`src/rtl/str_class_matcher_if.sv`:
```
// Character-class stream, error release, table programming and status bundle
// for str_class_matcher. The master drives characters/config; the slave is the matcher.
interface str_class_matcher_if #(
    parameter int N_STEPS = 4,
    parameter int CNT_W   = 4
);
    localparam int AW = $clog2(N_STEPS);

    logic              valid;
    logic [13:0]       cls;
    logic              error_verify;
    logic              cfg_we;
    logic [AW-1:0]     cfg_addr;
    logic [13:0]       cfg_mask;
    logic [CNT_W-1:0]  cfg_min;
    logic [CNT_W-1:0]  cfg_max;
    logic              cfg_last_we;
    logic [AW-1:0]     cfg_last;
    logic [2:0]        state;
    logic [AW-1:0]     step;
    logic [CNT_W-1:0]  cnt;
    logic              match;
    logic              mismatch;
    logic              busy;

    modport master (
        output valid, cls, error_verify,
        output cfg_we, cfg_addr, cfg_mask, cfg_min, cfg_max, cfg_last_we, cfg_last,
        input  state, step, cnt, match, mismatch, busy
    );

    modport slave (
        input  valid, cls, error_verify,
        input  cfg_we, cfg_addr, cfg_mask, cfg_min, cfg_max, cfg_last_we, cfg_last,
        output state, step, cnt, match, mismatch, busy
    );
endinterface

```
`src/rtl/str_class_matcher.sv`:
```
// Table-driven recogniser for \0-delimited strings of character-class strobes.
// Define STR_CLASS_MATCHER_CFG_EN to make the step table run-time programmable.
module str_class_matcher #(
    parameter int N_STEPS = 4,
    parameter int CNT_W   = 4
) (
    input  logic                 clk,
    input  logic                 rst_n,
    str_class_matcher_if.slave   bus
);
    localparam int AW = $clog2(N_STEPS);
    localparam logic [AW-1:0] RST_LAST = AW'(3);

    typedef enum logic [2:0] {
        ST_IDLE  = 3'd0,
        ST_RUN   = 3'd1,
        ST_STOP  = 3'd2,
        ST_ERROR = 3'd3
    } state_t;

    function automatic logic [13:0] rst_mask(input int s);
        case (s)
            0:       return 14'h0080;
            1:       return 14'h0200;
            2:       return 14'h0008;
            3:       return 14'h0080;
            default: return 14'h0000;
        endcase
    endfunction

    // Reset min and max are identical for every step of the fixed variant.
    function automatic logic [CNT_W-1:0] rst_bound(input int s);
        case (s)
            0, 1, 3: return CNT_W'(1);
            2:       return CNT_W'(2);
            default: return CNT_W'(0);
        endcase
    endfunction

    logic [13:0]      tbl_mask [N_STEPS];
    logic [CNT_W-1:0] tbl_min  [N_STEPS];
    logic [CNT_W-1:0] tbl_max  [N_STEPS];
    logic [AW-1:0]    tbl_last;

    state_t           state_q, state_d;
    logic [AW-1:0]    step_q, step_d;
    logic [CNT_W-1:0] cnt_q, cnt_d;
    logic             match_q, match_d;
    logic             mismatch_q, mismatch_d;
    logic             busy_q;

`ifdef STR_CLASS_MATCHER_CFG_EN
    logic [13:0]      mask_q [N_STEPS];
    logic [13:0]      mask_d [N_STEPS];
    logic [CNT_W-1:0] min_q  [N_STEPS];
    logic [CNT_W-1:0] min_d  [N_STEPS];
    logic [CNT_W-1:0] max_q  [N_STEPS];
    logic [CNT_W-1:0] max_d  [N_STEPS];
    logic [AW-1:0]    last_q, last_d;
    logic             cfg_open;
    logic             addr_ok;
    logic             last_ok;

    assign cfg_open = (state_q == ST_IDLE);
    assign addr_ok  = ({1'b0, bus.cfg_addr} < (AW+1)'(N_STEPS));
    assign last_ok  = ({1'b0, bus.cfg_last} < (AW+1)'(N_STEPS));

    always_comb begin
        mask_d = mask_q;
        min_d  = min_q;
        max_d  = max_q;
        last_d = last_q;
        if (bus.cfg_we && cfg_open && addr_ok) begin
            mask_d[bus.cfg_addr] = bus.cfg_mask;
            min_d[bus.cfg_addr]  = bus.cfg_min;
            max_d[bus.cfg_addr]  = bus.cfg_max;
        end
        if (bus.cfg_last_we && cfg_open && last_ok) begin
            last_d = bus.cfg_last;
        end
    end

    always_ff @(posedge clk or negedge rst_n) begin
        if (!rst_n) begin
            for (int i = 0; i < N_STEPS; i++) begin
                mask_q[i] <= rst_mask(i);
                min_q[i]  <= rst_bound(i);
                max_q[i]  <= rst_bound(i);
            end
            last_q <= RST_LAST;
        end else begin
            mask_q <= mask_d;
            min_q  <= min_d;
            max_q  <= max_d;
            last_q <= last_d;
        end
    end

    always_comb begin
        tbl_mask = mask_q;
        tbl_min  = min_q;
        tbl_max  = max_q;
        tbl_last = last_q;
    end
`else
    logic unused_cfg;
    assign unused_cfg = ^{bus.cfg_we, bus.cfg_addr, bus.cfg_mask, bus.cfg_min,
                          bus.cfg_max, bus.cfg_last_we, bus.cfg_last};

    always_comb begin
        for (int i = 0; i < N_STEPS; i++) begin
            tbl_mask[i] = rst_mask(i);
            tbl_min[i]  = rst_bound(i);
            tbl_max[i]  = rst_bound(i);
        end
        tbl_last = RST_LAST;
    end
`endif

    // Bit 0 of a mask is the terminator class and never counts as a hit.
    logic [AW-1:0] step_nxt;
    logic          hit_cur;
    logic          hit_nxt;
    logic          is_term;

    assign step_nxt = step_q + AW'(1);
    assign hit_cur  = |(bus.cls & tbl_mask[step_q] & 14'h3FFE);
    assign hit_nxt  = |(bus.cls & tbl_mask[step_nxt] & 14'h3FFE);
    assign is_term  = bus.valid && bus.cls[0];

    always_comb begin
        state_d    = state_q;
        step_d     = step_q;
        cnt_d      = cnt_q;
        match_d    = 1'b0;
        mismatch_d = 1'b0;
        case (state_q)
            ST_IDLE: begin
                if (is_term) begin
                    state_d = ST_RUN;
                    step_d  = '0;
                    cnt_d   = '0;
                end
            end
            ST_RUN: begin
                if (is_term) begin
                    if (step_q == tbl_last && cnt_q >= tbl_min[tbl_last]) begin
                        state_d = ST_STOP;
                    end else begin
                        state_d    = ST_IDLE;
                        step_d     = '0;
                        cnt_d      = '0;
                        mismatch_d = 1'b1;
                    end
                end else if (bus.valid) begin
                    // Greedy: staying in the step wins over advancing.
                    if (hit_cur && cnt_q < tbl_max[step_q]) begin
                        cnt_d = cnt_q + CNT_W'(1);
                    end else if (cnt_q >= tbl_min[step_q] && step_q < tbl_last && hit_nxt) begin
                        step_d = step_nxt;
                        cnt_d  = CNT_W'(1);
                    end else begin
                        state_d    = ST_ERROR;
                        mismatch_d = 1'b1;
                    end
                end
            end
            ST_STOP: begin
                state_d = ST_IDLE;
                step_d  = '0;
                cnt_d   = '0;
                match_d = 1'b1;
            end
            ST_ERROR: begin
                if (bus.error_verify || is_term) begin
                    state_d = ST_IDLE;
                    step_d  = '0;
                    cnt_d   = '0;
                end
            end
            default: begin
                state_d = ST_IDLE;
                step_d  = '0;
                cnt_d   = '0;
            end
        endcase
    end

    always_ff @(posedge clk or negedge rst_n) begin
        if (!rst_n) begin
            state_q    <= ST_IDLE;
            step_q     <= '0;
            cnt_q      <= '0;
            match_q    <= 1'b0;
            mismatch_q <= 1'b0;
            busy_q     <= 1'b0;
        end else begin
            state_q    <= state_d;
            step_q     <= step_d;
            cnt_q      <= cnt_d;
            match_q    <= match_d;
            mismatch_q <= mismatch_d;
            busy_q     <= (state_d != ST_IDLE);
        end
    end

    assign bus.state    = state_q;
    assign bus.step     = step_q;
    assign bus.cnt      = cnt_q;
    assign bus.match    = match_q;
    assign bus.mismatch = mismatch_q;
    assign bus.busy     = busy_q;
endmodule
```
`src/flat_wrapper.sv`:
```
// flat-port wrapper written by rule: the top's interface ports become plain ports
module str_class_matcher_flat 
#(
    parameter int N_STEPS = 4,
    parameter int CNT_W   = 4
)
  (clk, rst_n, bus_valid, bus_cls, bus_error_verify, bus_cfg_we, bus_cfg_addr, bus_cfg_mask, bus_cfg_min, bus_cfg_max, bus_cfg_last_we, bus_cfg_last, bus_state, bus_step, bus_cnt, bus_match, bus_mismatch, bus_busy);
  str_class_matcher_if #(.N_STEPS(N_STEPS), .CNT_W(CNT_W)) bus_i ();
  input  logic clk;
  input  logic rst_n;
  input wire logic [$bits(bus_i.valid)-1:0] bus_valid;
  input wire logic [$bits(bus_i.cls)-1:0] bus_cls;
  input wire logic [$bits(bus_i.error_verify)-1:0] bus_error_verify;
  input wire logic [$bits(bus_i.cfg_we)-1:0] bus_cfg_we;
  input wire logic [$bits(bus_i.cfg_addr)-1:0] bus_cfg_addr;
  input wire logic [$bits(bus_i.cfg_mask)-1:0] bus_cfg_mask;
  input wire logic [$bits(bus_i.cfg_min)-1:0] bus_cfg_min;
  input wire logic [$bits(bus_i.cfg_max)-1:0] bus_cfg_max;
  input wire logic [$bits(bus_i.cfg_last_we)-1:0] bus_cfg_last_we;
  input wire logic [$bits(bus_i.cfg_last)-1:0] bus_cfg_last;
  output wire logic [$bits(bus_i.state)-1:0] bus_state;
  output wire logic [$bits(bus_i.step)-1:0] bus_step;
  output wire logic [$bits(bus_i.cnt)-1:0] bus_cnt;
  output wire logic [$bits(bus_i.match)-1:0] bus_match;
  output wire logic [$bits(bus_i.mismatch)-1:0] bus_mismatch;
  output wire logic [$bits(bus_i.busy)-1:0] bus_busy;
  assign bus_i.valid = bus_valid;
  assign bus_i.cls = bus_cls;
  assign bus_i.error_verify = bus_error_verify;
  assign bus_i.cfg_we = bus_cfg_we;
  assign bus_i.cfg_addr = bus_cfg_addr;
  assign bus_i.cfg_mask = bus_cfg_mask;
  assign bus_i.cfg_min = bus_cfg_min;
  assign bus_i.cfg_max = bus_cfg_max;
  assign bus_i.cfg_last_we = bus_cfg_last_we;
  assign bus_i.cfg_last = bus_cfg_last;
  assign bus_state = bus_i.state;
  assign bus_step = bus_i.step;
  assign bus_cnt = bus_i.cnt;
  assign bus_match = bus_i.match;
  assign bus_mismatch = bus_i.mismatch;
  assign bus_busy = bus_i.busy;
  str_class_matcher #(.N_STEPS(N_STEPS), .CNT_W(CNT_W)) u_core (.clk(clk), .rst_n(rst_n), .bus(bus_i));
endmodule
```
`config.mk`:
```
export PLATFORM = sky130hd
export DESIGN_NAME = str_class_matcher_flat
export DESIGN_NICKNAME = d
export VERILOG_FILES = /design/src/rtl/str_class_matcher_if.sv /design/src/rtl/str_class_matcher.sv /design/src/flat_wrapper.sv
export SDC_FILE = /design/constraint.sdc
export NUM_CORES = 1
export LEC_CHECK = 0
export ABC_AREA = 0
export BUFFER_PORTS_ARGS = -buffer_cell sky130_fd_sc_hd__buf_2
export CAP_MARGIN = 10
export CORE_ASPECT_RATIO = 1.4
export CORE_MARGIN = 1.5
export CORE_UTILIZATION = 36
export DETAILED_ROUTE_END_ITERATION = 12
export PLACE_DENSITY = 0.73
export SLEW_MARGIN = 5
export SYNTH_ARGS = -nofsm -noshare
export SYNTH_HDL_FRONTEND = slang
export SYNTH_SLANG_ARGS = --single-unit
export TNS_END_PERCENT = 100
```
`constraint.sdc`:
```
create_clock -name clk -period 2 [get_ports clk]
set_input_delay 0.3 -clock clk [delete_from_list [all_inputs] [get_ports clk]]
set_output_delay 0.3 -clock clk [all_outputs]
set_load 0.05 [all_outputs]
```
==> run summary <==
final cell area excluding filler cells -> 1184 µm²
Hold/Removal Path Class -> in -> reg
TNS Setup -> -0.2116 ns
outcome -> finished with violations
Async SR Flop Fraction -> 100.0%
first-pass GRT wire length -> 3098 µm
Via Count -> 748
clock sink total -> 12
crit end category -> flop
drt initial violations -> 10
first-pass detailed-route iteration total -> 4
unique cell type count in the Yosys netlist -> 39
Initial Utilization -> 38.08%
Post-synth EDFFs -> 0
YS warnings -> 0
Synth Area in Compound Gates -> 23.21%
failing checks -> setup timing
total core area -> 2152 µm²
Adder-Cell Fraction of Synth Area -> 15.27%
# fillers -> 208
largest family of logic cells by synthesized area -> compound AO/OA/AOI/OAI gates
RSZ-0062 raised after global routing -> yes
#FFs+latches synth -> 12
Final Hold Viols -> 0
post-synthesis to final-layout area growth -> 44.43%
final slew viol count -> 0
Worst Setup SP -> u_core.bus.step[0]
Mapped Nets -> 137
Worst-Margin Slew -> 0.5253 ns
H-tree levels -> 1
Worst Path Required -> 2.16 ns
CTS tree -> yes
reg2reg setup slack -> -0.08 ns
Power Dens Cells -> 540.7 nW/µm²
WL/cell -> 13.54 µm
Simple-Gate Fraction of Synth Area -> 17.10%
Lkg Pwr -> 0.5718 nW
Critical Path AT -> 2.25 ns
layout cells sized above 1 -> 46.96%
FF-to-FF path depth -> 9
final hold slack -> 0.3426 ns
Rel. slew slack -> 64.71%
antenna-violating nets left -> 0
Die Y-Extent -> 59.46 µm
largest net degree at the start of global routing -> 13
cts bufs inserted -> 3
xor-xnor portion of the synthesized cell area -> 1.069%
die area -> 2576 µm²
DRC errors left -> 0
maxcap violations -> 0
initial antenna violation count -> 0
Main synth FF type -> dfrtp_1
DP HPWL -> 1456 µm
Total Wirelength -> 1855 µm
# rows -> 20
GR Util All Layers -> 16.15%
Worst R2R End -> u_core.bus.busy
grt total ovfl -> 0
Clock Skews -> 0.002734 ns
Port Buffers -> 19
commonest cells after routing, fill and taps aside -> 19 x buf_2, 10 x dfrtp_1, 9 x buf_4
I/O pin cnt -> 58
Fmax -> 479.6 MHz
GPL Wtd Cong -> 0.8264
die width -> 43.33 µm
CTS max path bufs -> 2
Worst VDD drop -> 223.5 µV
Via density -> 5.460
CTS root buf -> clkbuf_4
Non-Filler Instances -> 137
post-layout min period -> 2.085 ns
Worst Min Path Start -> bus_valid
worst-skew pair later-pin latency -> 0.28 ns
clock slew at reported path FFs -> 0.07 ns
Final period util -> 104.2%
most common cell after layout, fill and taps aside -> buf_2
crit path launch type -> flop
CP Max Fanout -> 3
post-synthesis sequential area ratio -> 36.64%
Syn Inst Count -> 81
placed insts -> 130
mux share of post-synthesis cell area -> 3.053%
reg2reg start -> u_core.bus.step[0]
vias in the first global route -> 748
kind of critical path -> reg -> reg
cell area after synthesis -> 819.5 µm²
Post-Syn Area per Cell -> 10.12 µm²
Placed Instance Area -> 1056 µm²
diode count -> 0
Critical Path End -> u_core.bus.busy
Final Worst Setup Slack -> -0.08486 ns
final setup fails -> 5
nets@finish -> 172
flip-flops by register name, summed over array words and instances, names as in the netlist:
signal               cells
u_core.bus.cnt           4
u_core.bus.state         3
u_core.bus.mismatch      1
u_core.bus.busy          1
u_core.bus.match         1
u_core.bus.step          2
logic make-up (layout without fill, tap and decap cells):
logic type / count (synthesis) / in the layout
buf+inv: 7 / 41
flops: 12 / 12
fa+ha+maj: 10 / 10
simple gates: 24 / 24
xor+xnor: 1 / 1
compound gates: 24 / 24
other cells: 1 / 1
mux: 2 / 2
through the flow:
step	power [mW]	util [%]	setup slack, ns
after floorplan	0.3713	-	-0.1987
after global placement	0.4232	49.07	-0.07149
after detailed placement	0.4268	49.07	-0.1036
after CTS	0.6362	53.02	-0.09112
after global routing	0.6747	55.00	-0.1415
final	0.6400	55.00	-0.08486
routing by layer:
layer | track usage [%] | share of wire (%) | vias to the layer above
li1 | - | - | 370
met1 | 17.51 | 41 | 345
met2 | 28.14 | 51 | 26
met3 | 0.9146 | 3.9 | 7
met4 | 13.42 | 4.6 | 0
met5 | 0 | 0 | -
worst max-delay path: stages (launching register included):
cell and delay (ns):
dfrtp_2 0.43, inv_4 0.07, ha_4 0.15, inv_4 0.04, ha_4 0.14, or3_4 0.37, a221o_1 0.33, o31ai_4 0.09
o32ai_2 0.14, or2_1 0.22
final cells by class:
type	count	area [µm²]	area share [%]
inverters	7	31.28	2.643
flip-flops and latches	12	302.8	25.58
well taps	22	27.53	2.326
repair buffers	30	183.9	15.54
clock buffers	4	36.28	3.066
multi-input cells	62	601.8	50.85
how the worst min path moves through the flow:
stage                           to  slack, ns  cells past startpoint
4_1_cts        u_core.bus.mismatch       0.33                      2
3_3_place_gp     u_core.bus.cnt[0]       0.19                      1
6_report       u_core.bus.mismatch       0.34                      2
5_1_grt        u_core.bus.mismatch       0.34                      2
3_5_place_dp     u_core.bus.cnt[1]       0.19                      1
2_1_floorplan      u_core.bus.busy      0.004                      0
power by group:
group / internal [mW] / switching [mW]
Combinational: 0.0789 / 0.110
Clock: 0.111 / 0.0812
Sequential: 0.250 / 0.00829
Total: 0.440 / 0.200
cell usage after synthesis, types with 2 or more instances:
cell / n / area share, %
nand2_1: 4 / 1.8
a21oi_1: 5 / 3.1
a22oi_1: 2 / 1.8
nor2_1: 3 / 1.4
inv_1: 7 / 3.2
dfrtp_1: 12 / 37
o21ai_1: 3 / 1.8
ha_1: 10 / 15
nand2b_1: 3 / 2.3
nor2b_1: 2 / 1.5
nand4_1: 2 / 1.5
repair_timing:
item                                    in CTS  in global routing
hold buffers                                 1                  0
hold endpoints to repair                    12                  0
gates resized for setup                      8                  6
pin swaps                                    5                  3
endpoints found under the setup margin       6                  7
buffers inserted                             0                  2
Power figures use the tool's default switching activity.
